### config.mk
export PLATFORM = sky130hd
export DESIGN_NAME = snow64_iterative_shift_left
export DESIGN_NICKNAME = d
export VERILOG_FILES = /design/src/rtl/snow64_iterative_shift_left_pkg.sv /design/src/rtl/snow64_iterative_shift_left_stage.sv /design/src/rtl/snow64_iterative_shift_left.sv
export SDC_FILE = /design/constraint.sdc
export NUM_CORES = 1
export LEC_CHECK = 0
export ABC_AREA = 1
export CAP_MARGIN = 20
export CORE_MARGIN = 4
export CORE_UTILIZATION = 54
export CTS_BUF_LIST = sky130_fd_sc_hd__clkbuf_4 sky130_fd_sc_hd__clkbuf_8
export DETAILED_ROUTE_END_ITERATION = 10
export HOLD_SLACK_MARGIN = 0.05
export PLACE_DENSITY = 0.8
export REMOVE_ABC_BUFFERS = 1
export SETUP_SLACK_MARGIN = 0.2
export SKIP_CTS_REPAIR_TIMING = 1
export SYNTH_ARGS = -nofsm -noshare
export SYNTH_HDL_FRONTEND = slang
export SYNTH_SLANG_ARGS = --single-unit
### constraint.sdc
create_clock -name clk -period 3.99 [get_ports clk]
set_input_delay 0.5985 -clock clk [delete_from_list [all_inputs] [get_ports clk]]
set_output_delay 0.5985 -clock clk [all_outputs]
set_load 0.02 [all_outputs]
### src/rtl/snow64_iterative_shift_left_pkg.sv
// Shared types and per-size constants for the iterative shift-left unit.
// Optional rotate mode is enabled by defining SNOW64_SHIFT_LEFT_ROTATE_EN.
package snow64_iterative_shift_left_pkg;

  localparam int MSB_POS__OF_64 = 63;
  localparam int MSB_POS__OF_32 = 31;
  localparam int MSB_POS__OF_16 = 15;
  localparam int MSB_POS__OF_8  = 7;

  typedef enum logic [1:0] {
    SHL_SIZE_8  = 2'd0,
    SHL_SIZE_16 = 2'd1,
    SHL_SIZE_32 = 2'd2,
    SHL_SIZE_64 = 2'd3
  } shl_type_size_t;

  typedef enum logic {
    ST_IDLE  = 1'b0,
    ST_SHIFT = 1'b1
  } shl_state_t;

  localparam logic [63:0] SHL_MASK_8  = 64'((65'd1 << (MSB_POS__OF_8 + 1)) - 65'd1);
  localparam logic [63:0] SHL_MASK_16 = 64'((65'd1 << (MSB_POS__OF_16 + 1)) - 65'd1);
  localparam logic [63:0] SHL_MASK_32 = 64'((65'd1 << (MSB_POS__OF_32 + 1)) - 65'd1);
  localparam logic [63:0] SHL_MASK_64 = 64'((65'd1 << (MSB_POS__OF_64 + 1)) - 65'd1);

  localparam logic [2:0] SHL_STAGES_8  = 3'($clog2(MSB_POS__OF_8 + 1));
  localparam logic [2:0] SHL_STAGES_16 = 3'($clog2(MSB_POS__OF_16 + 1));
  localparam logic [2:0] SHL_STAGES_32 = 3'($clog2(MSB_POS__OF_32 + 1));
  localparam logic [2:0] SHL_STAGES_64 = 3'($clog2(MSB_POS__OF_64 + 1));

  localparam logic [6:0] SHL_WIDTH_8  = 7'(MSB_POS__OF_8 + 1);
  localparam logic [6:0] SHL_WIDTH_16 = 7'(MSB_POS__OF_16 + 1);
  localparam logic [6:0] SHL_WIDTH_32 = 7'(MSB_POS__OF_32 + 1);
  localparam logic [6:0] SHL_WIDTH_64 = 7'(MSB_POS__OF_64 + 1);

  function automatic logic [63:0] shl_width_mask(input shl_type_size_t size);
    case (size)
      SHL_SIZE_8:  shl_width_mask = SHL_MASK_8;
      SHL_SIZE_16: shl_width_mask = SHL_MASK_16;
      SHL_SIZE_32: shl_width_mask = SHL_MASK_32;
      default:     shl_width_mask = SHL_MASK_64;
    endcase
  endfunction

  function automatic logic [2:0] shl_num_stages(input shl_type_size_t size);
    case (size)
      SHL_SIZE_8:  shl_num_stages = SHL_STAGES_8;
      SHL_SIZE_16: shl_num_stages = SHL_STAGES_16;
      SHL_SIZE_32: shl_num_stages = SHL_STAGES_32;
      default:     shl_num_stages = SHL_STAGES_64;
    endcase
  endfunction

  function automatic logic [6:0] shl_width(input shl_type_size_t size);
    case (size)
      SHL_SIZE_8:  shl_width = SHL_WIDTH_8;
      SHL_SIZE_16: shl_width = SHL_WIDTH_16;
      SHL_SIZE_32: shl_width = SHL_WIDTH_32;
      default:     shl_width = SHL_WIDTH_64;
    endcase
  endfunction

endpackage

### src/rtl/snow64_iterative_shift_left_stage.sv
// One combinational barrel stage: shifts (or rotates) by 1<<stage when the amount bit is set.
// Rotate input exists only when SNOW64_SHIFT_LEFT_ROTATE_EN is defined.
module snow64_iterative_shift_left_stage (
  input  logic [63:0] i_acc,
  input  logic [2:0]  i_stage,
  input  logic        i_amt_bit,
  input  logic [63:0] i_mask,
`ifdef SNOW64_SHIFT_LEFT_ROTATE_EN
  input  logic        i_rotate,
  input  logic [6:0]  i_width,
`endif
  output logic [63:0] o_acc
);

  logic [6:0]  w_sh;
  logic [63:0] w_moved;

  assign w_sh = 7'd1 << i_stage;

`ifdef SNOW64_SHIFT_LEFT_ROTATE_EN
  // Stage shift is always narrower than the width, so width - shift never underflows.
  assign w_moved = i_rotate ? (((i_acc << w_sh) | (i_acc >> (i_width - w_sh))) & i_mask)
                            : ((i_acc << w_sh) & i_mask);
`else
  assign w_moved = (i_acc << w_sh) & i_mask;
`endif

  assign o_acc = i_amt_bit ? w_moved : i_acc;

endmodule

### src/rtl/snow64_iterative_shift_left.sv
// Multi-cycle logical shift-left (8/16/32/64-bit), one barrel stage per clock.
// Define SNOW64_SHIFT_LEFT_ROTATE_EN to add the in_rotate port and rotate-within-width mode.
module snow64_iterative_shift_left
  import snow64_iterative_shift_left_pkg::*;
#(
  parameter int WIDTH__DATA_INOUT = 64
) (
  input  logic                         clk,
  input  logic                         rst,
  input  logic                         in_start,
  input  logic [1:0]                   in_type_size,
  input  logic [WIDTH__DATA_INOUT-1:0] in_to_shift,
  input  logic [WIDTH__DATA_INOUT-1:0] in_amount,
`ifdef SNOW64_SHIFT_LEFT_ROTATE_EN
  input  logic                         in_rotate,
`endif
  output logic                         out_ready,
  output logic                         out_valid,
  output logic [WIDTH__DATA_INOUT-1:0] out_data
);

  shl_state_t  r_state;
  shl_state_t  w_next_state;
  logic [1:0]  r_size;
  logic [5:0]  r_amount;
  logic [2:0]  r_stage;
  logic [63:0] r_acc;

  logic [63:0] w_start_mask;
  logic [6:0]  w_start_width;
  logic [63:0] w_start_masked;
  logic [63:0] w_start_acc;
  logic        w_accept;
  logic        w_oversize;
  logic        w_bypass;
  logic [63:0] w_cur_mask;
  logic [2:0]  w_cur_stages;
  logic        w_last;
  logic [63:0] w_stage_acc;

  assign w_start_mask   = shl_width_mask(shl_type_size_t'(in_type_size));
  assign w_start_width  = shl_width(shl_type_size_t'(in_type_size));
  assign w_start_masked = in_to_shift & w_start_mask;
  assign w_accept       = in_start && (r_state == ST_IDLE);
  assign w_oversize     = in_amount >= {57'd0, w_start_width};

`ifdef SNOW64_SHIFT_LEFT_ROTATE_EN
  logic       r_rotate;
  logic [6:0] w_cur_width;
  assign w_bypass    = w_oversize && !in_rotate;
  assign w_cur_width = shl_width(shl_type_size_t'(r_size));
`else
  assign w_bypass = w_oversize;
`endif

  assign w_cur_mask   = shl_width_mask(shl_type_size_t'(r_size));
  assign w_cur_stages = shl_num_stages(shl_type_size_t'(r_size));
  assign w_last       = (r_stage == (w_cur_stages - 3'd1));

  // Stage 0 is applied while accepting, so the result is ready S cycles after start.
  snow64_iterative_shift_left_stage u_stage_first (
    .i_acc     (w_start_masked),
    .i_stage   (3'd0),
    .i_amt_bit (in_amount[0]),
    .i_mask    (w_start_mask),
`ifdef SNOW64_SHIFT_LEFT_ROTATE_EN
    .i_rotate  (in_rotate),
    .i_width   (w_start_width),
`endif
    .o_acc     (w_start_acc)
  );

  snow64_iterative_shift_left_stage u_stage_iter (
    .i_acc     (r_acc),
    .i_stage   (r_stage),
    .i_amt_bit (r_amount[r_stage]),
    .i_mask    (w_cur_mask),
`ifdef SNOW64_SHIFT_LEFT_ROTATE_EN
    .i_rotate  (r_rotate),
    .i_width   (w_cur_width),
`endif
    .o_acc     (w_stage_acc)
  );

  always_ff @(posedge clk) begin
    if (rst) r_state <= ST_IDLE;
    else     r_state <= w_next_state;
  end

  always_comb begin
    w_next_state = r_state;
    case (r_state)
      ST_IDLE:  if (in_start && !w_bypass) w_next_state = ST_SHIFT;
      ST_SHIFT: if (w_last) w_next_state = ST_IDLE;
      default:  w_next_state = ST_IDLE;
    endcase
  end

  always_comb begin
    out_ready = (r_state == ST_IDLE);
  end

  always_ff @(posedge clk) begin
    if (rst) begin
      r_size    <= 2'd0;
      r_amount  <= 6'd0;
      r_stage   <= 3'd0;
      r_acc     <= 64'd0;
`ifdef SNOW64_SHIFT_LEFT_ROTATE_EN
      r_rotate  <= 1'b0;
`endif
      out_valid <= 1'b0;
      out_data  <= '0;
    end else begin
      out_valid <= 1'b0;
      if (w_accept) begin
        r_size   <= in_type_size;
        r_amount <= in_amount[5:0];
`ifdef SNOW64_SHIFT_LEFT_ROTATE_EN
        r_rotate <= in_rotate;
`endif
        if (w_bypass) begin
          r_acc     <= w_start_masked;
          r_stage   <= 3'd0;
          out_data  <= '0;
          out_valid <= 1'b1;
        end else begin
          r_acc   <= w_start_acc;
          r_stage <= 3'd1;
        end
      end else if (r_state == ST_SHIFT) begin
        r_acc   <= w_stage_acc;
        r_stage <= r_stage + 3'd1;
        if (w_last) begin
          r_stage   <= 3'd0;
          out_data  <= w_stage_acc;
          out_valid <= 1'b1;
        end
      end
    end
  end

endmodule

==> impl_metrics.tcl, run 1 <==
set metrics [dict create \
    drtIter0Drc 2317 \
    firstDrtPassIters 8 \
    viasPerCell 6.19 \
    drc_errors 0 \
    final_cell_mix "nand2_1, nand3_1, clkdlybuf4s50_1" \
    slew_headroom_pct 29.9 \
    fillers 2194 \
    clk_pin_slew_ps 90 \
    io_buffers 198 \
    ir_drop_v 0.000189 \
    grt_antenna_before_repair 0 \
    switching_share_pct 33.3 \
    fin_util_pct 65.1 \
    wl_mm 49.8 \
    cap_violations 0 \
    dp.cells 2600 \
    ys_ff_latch 141 \
    totalPowerFinal_mw 3.51 \
    arrival_ps 3660 \
    core_area_mm2 0.0226 \
    synth_top_flop_cell "dfxtp_1" \
    p_per_area_mw_per_mm2 239 \
    synth_cells 2254 \
    place_congestion 1.07 \
    power.switching_mw 1.17 \
    yosys.area_share.adder_pct 0.911 \
    r2r-start "r_stage[0]" \
    crit_type "reg2reg" \
    rsz0062_at_grt "false" \
    area_growth_pct 18.8 \
    antenna_cells 0 \
    cts_buffers 17 \
    synth_compound_area_share_pct 14.7 \
    detail-route-antenna-nets 0 \
    synth_xor_area_share_pct 0.0708 \
    synth_cell_types 37 \
    num_vias 16300 \
    cts_tree "built" \
    grt_overflow 0 \
    status "finished clean" \
    pwr-share-seq_pct 43.2 \
    p_int_mw 2.34 \
    synth_edf_count 0 \
    drive_gt1_share_pct 4.22 \
    grt_pass1_vias 15100 \
    die_w_um 159 \
    finalClockSkew_ps 16.8 \
    fin_nets 2476 \
    muxShareOfSynthArea_pct 0.162 \
    worst_skew_pair.late_latency_ps 490 \
    synth-simple-area-share_pct 51.4 \
    period_share_pct 81.3 \
    worstPathMaxFanout 30 \
    slew_violations 0 \
    endpoint_kind "flip-flop" \
    crit_start "r_stage[0]" \
    min_period_ps 3240 \
    worstPathRequired_ps 4400 \
    pwr-share-comb_pct 21.4 \
    seq_area_frac_synth_pct 22.8 \
    dp_hpwl_mm 36.2 \
    wl_per_cell_um 18.9 \
    io-pin-count 199 \
    final_cells 2631 \
    synth_top_family_by_area "simple AND/OR/NAND/NOR gates" \
    power.share.clock_pct 35.4 \
    max_freq_ghz 0.308 \
    grt_pass1_wl_mm 79.5 \
    cts_max_path_buffers 2 \
    hold_violations 0 \
    htreeDepth 4 \
    layout_commonest_cell "nand2_1" \
    hp-class "reg2reg" \
    root_buffer "clkbuf_8" \
    start_kind "flip-flop" \
    synth_area_mm2 0.0124 \
    power.leakage_nw 6.37 \
    worstMarginPinSlew_ps 1050 \
    die_area_mm2 0.0254 \
    die_h_um 159 \
    hp-start "out_data[4]" \
    yosys_warnings 0 \
    async_flop_share_pct 0 \
    start_util_pct 54.8 \
    grtUsageTotal_pct 37.8 \
    num_rows 55 \
    setup_viol 0 \
    grt_max_degree 74 \
    cts.sinks 141 \
    syn_avg_cell_area_um2 5.49 \
]
## worst max-delay path, stage by stage (launching register included)
cell and delay [ps]:
dfxtp_1 390, inv_1 210, ha_1 310, buf_4 250
inv_1 60, nor2_1 80, buf_4 390, nand2_1 170
nand3_1 140, nand3_1 130, nand3_1 130, nand3_1 120
nand3_1 160, nand3_1 150, nand2_1 250, nand2_1 90
a21oi_1 130
## power groups by stage
stage          Sequential [mW]  Combinational (mW)  Clock [mW]
5_1_grt                   1.52               0.831        1.30
3_5_place_dp              1.54               0.728           0
3_3_place_gp              1.54               0.716           0
4_1_cts                   1.51               0.732        1.24
6_report                  1.51               0.750        1.24
2_1_floorplan             1.52               0.412           0
## logic make-up after synthesis
group,after synthesis
adders and majority gates,9
AOI/OAI and AO/OA,358
and+or+nand+nor,1452
buffers and inverters,291
muxes,2
DFF,141
xor gates and xnor gates,1
## routing by layer
layer  GRT usage, %  share of wire [%]  up-vias
met5              0                  0        -
met4           14.5                3.4        0
met3           9.32                 13      108
met2           58.3                 44     1011
met1           51.3                 40     7435
li1               -                  -     7720
## synthesized netlist by cell type, types with 16 or more instances
library cell	count	share of area (%)
inv_1	103	3.1
clkbuf_1	96	2.9
nand2_1	761	23
dfxtp_1	141	23
a21oi_1	149	6.0
buf_1	21	0.64
o21ai_1	16	0.65
nor2_1	67	2.0
buf_2	48	1.9
nand3_1	555	22
nand4_1	39	2.0
o21ai_0	179	7.2
## metrics by stage
step	hold slack [ps]	TNS (ps)	worst slack (ps)	area, um2
after floorplan	472	-53330	-903	11600
after global placement	447	0	546	14300
after detailed placement	454	0	403	14300
after CTS	467	0	859	14700
after global routing	483	0	605	14700
final	462	0	746	14700
## state kept, by name, summed over array words and instances, names as in the netlist
| signal | cells |
|---|---|
| r_size | 2 |
| out_valid | 1 |
| r_acc | 64 |
| out_data | 64 |
| r_amount | 6 |
| r_state | 1 |
| r_stage | 3 |
## path summary, 6_finish.rpt
check	endpoint	slack [ps]	cells after the start
max reg2reg	r_acc[57]	750	16
min	out_data[4]	460	2
min reg2reg	out_data[4]	460	2
max	r_acc[57]	750	16
## final cells by class
class	instances	area, um2	share of cell area (%)
multi-input cells	1822	8350	56.8
repair buffers	240	2350	16.0
well taps	285	357	2.43
inverters	112	420	2.86
clock buffers	19	255	1.74
flip-flops and latches	141	2820	19.2
clock inverters	12	139	0.945
Note: power is estimated with default switching activity, not from simulation.
==> inputs of run 2 (changes only) <==
==> constraint.sdc (replaced) <==
create_clock -name clk -period 3.3 [get_ports clk]
set_input_delay 0.495 -clock clk [delete_from_list [all_inputs] [get_ports clk]]
set_output_delay 0.495 -clock clk [all_outputs]
set_load 0.02 [all_outputs]
==> run 2 against run 1 <==
Against the previous run: final cell count up 0.42%; count of clock-buffer cells in the layout is the same; die area unchanged; global-route usage is essentially flat; sequential power increased by 21%; via count decreased by 0.27%; flip-flop and latch count did not move; core utilization is 1.2 points higher; sequential share of layout area fell by 0.33 points; total power grew 23%; wire length barely moved; critical path type unchanged.
==> impl_metrics.tcl, run 2 (synthesis results as in run 1) <==
set metrics [dict create \
    worst_slack_ps 392 \
    cts_buffers 17 \
    wl_mm 49.7 \
    worstPathRequired_ps 3700 \
    drc_errors 0 \
    endpoint_kind "flip-flop" \
    worst_hold_slack_ps 463 \
    die_area_mm2 0.0254 \
    met2_usage_pct 58.4 \
    largestRegisters "out_data x64, r_acc x64, r_amount x6" \
    cts.sinks 141 \
    crit_type "reg2reg" \
    antenna_cells 0 \
    grt_pass1_wl_mm 78.9 \
    grt_max_degree 77 \
    die_w_um 159 \
    drive_gt1_share_pct 4.71 \
    dp_hpwl_mm 36.7 \
    clk_pin_slew_ps 100 \
    root_buffer "clkbuf_8" \
    grtUsageTotal_pct 37.8 \
    num_vias 16200 \
    grt_pass1_vias 14600 \
    period_share_pct 88.1 \
    area_growth_pct 20.9 \
    ir_drop_v 0.000225 \
    hold_violations 0 \
    place_congestion 1.02 \
    layout_commonest_cell "nand2_1" \
    crit_top_cell "nand2_1" \
    hp-class "reg2reg" \
    core_area_mm2 0.0226 \
    worstMarginPinSlew_ps 1050 \
    worstPathMaxFanout 30 \
    rsz0062_at_grt "false" \
    finalClockSkew_ps 18.9 \
    cts_max_path_buffers 2 \
    arrival_ps 3310 \
    wl_per_cell_um 18.8 \
    worst_skew_pair.late_latency_ps 480 \
    start_util_pct 54.8 \
    critPathSlowestCell "dfxtp_1" \
    grt_overflow 0 \
    grt_util_met3_pct 8.02 \
    grt_antenna_before_repair 0 \
    power.leakage_nw 6.49 \
    status "finished clean" \
    num_rows 55 \
    slew_headroom_pct 30.1 \
    fin_nets 2486 \
    io-pin-count 199 \
    worst_path_largest_cell_delay_ps 390 \
    setup_viol 0 \
    viasPerCell 6.14 \
    htreeDepth 4 \
    io_buffers 198 \
    preCtsSetupSlack_ps 158 \
    drtIter0Drc 2479 \
    grt_util_met1_pct 53.1 \
    path_cells "inv_1 > ha_1 > nand2_2 > inv_1 > buf_4 > nand3_1 > nand3_1 > nand2_1 > nand2_1 > nand2_1 > nand2_1 > nand3_1 > nand2_1 > nand2_1 > a21oi_1" \
    p_per_area_mw_per_mm2 288 \
    max_freq_ghz 0.344 \
    detail-route-antenna-nets 0 \
    min_period_ps 2910 \
    slew_violations 0 \
    grt.busiest_layer "met2" \
    cap_violations 0 \
    start_kind "flip-flop" \
    die_h_um 159 \
    firstDrtPassIters 6 \
    cts_tree "built" \
    final_cell_mix "nand2_1, nand3_1, clkdlybuf4s50_1" \
]
## run 2: critical path, delay by kind of cell (launching register included)
family	cells	cell delay (ps)
AND/OR/NAND/NOR	10	1170
buffers and inverters	3	760
flip-flops	1	390
adder cells (fa/ha/maj)	1	370
AO/OA/AOI/OAI	1	130
## run 2: metal layers
layer,share of wire [%],up-vias,wire length [um]
met1,42,7331,20700
met4,2.9,0,1430
met3,12,99,6000
met5,0,-,0
met2,44,1053,21700
li1,-,7747,-
## run 2: report_power, final
group	leakage, nW	switching, mW	internal, mW
Sequential	1.15	0.0684	1.76
Combinational	5.13	0.546	0.368
Clock	0.202	0.824	0.731
## run 2: final cells by class
cell class | instances | area, um2
multi-input cells | 1822 | 8360
fillers | 2103 | 7620
inverters | 112 | 420
well taps | 285 | 357
repair buffers | 250 | 2580
flip-flops and latches | 141 | 2820
clock buffers | 19 | 262
clock inverters | 13 | 155
## run 2: through the flow
stage	power, mW	TNS (ps)	instances	utilization, %	cell area (um2)
after floorplan	2.34	-138320	2075	-	11600
after global placement	2.74	0	2610	64.4	14500
after detailed placement	2.75	0	2610	64.4	14500
after CTS	4.26	0	2642	66.2	14900
after global routing	4.47	0	2642	66.3	15000
final	4.30	0	2642	66.3	15000
## run 2: worst paths after layout
kind               start          end  slack (ps)  depth (start not counted)
min          out_data[0]  out_data[0]         460                          2
max reg2reg   r_stage[0]    r_acc[61]         390                         15
min reg2reg  out_data[0]  out_data[0]         460                          2
max           r_stage[0]    r_acc[61]         390                         15
==> inputs of run 3 (changes only) <==
--- a/config.mk
+++ b/config.mk
@@ -15,7 +15,6 @@
 export PLACE_DENSITY = 0.8
 export REMOVE_ABC_BUFFERS = 1
 export SETUP_SLACK_MARGIN = 0.2
-export SKIP_CTS_REPAIR_TIMING = 1
 export SYNTH_ARGS = -nofsm -noshare
 export SYNTH_HDL_FRONTEND = slang
 export SYNTH_SLANG_ARGS = --single-unit
==> results of run 3 <==
No change in the layout: final DEF, timing and power equal those of run 2.
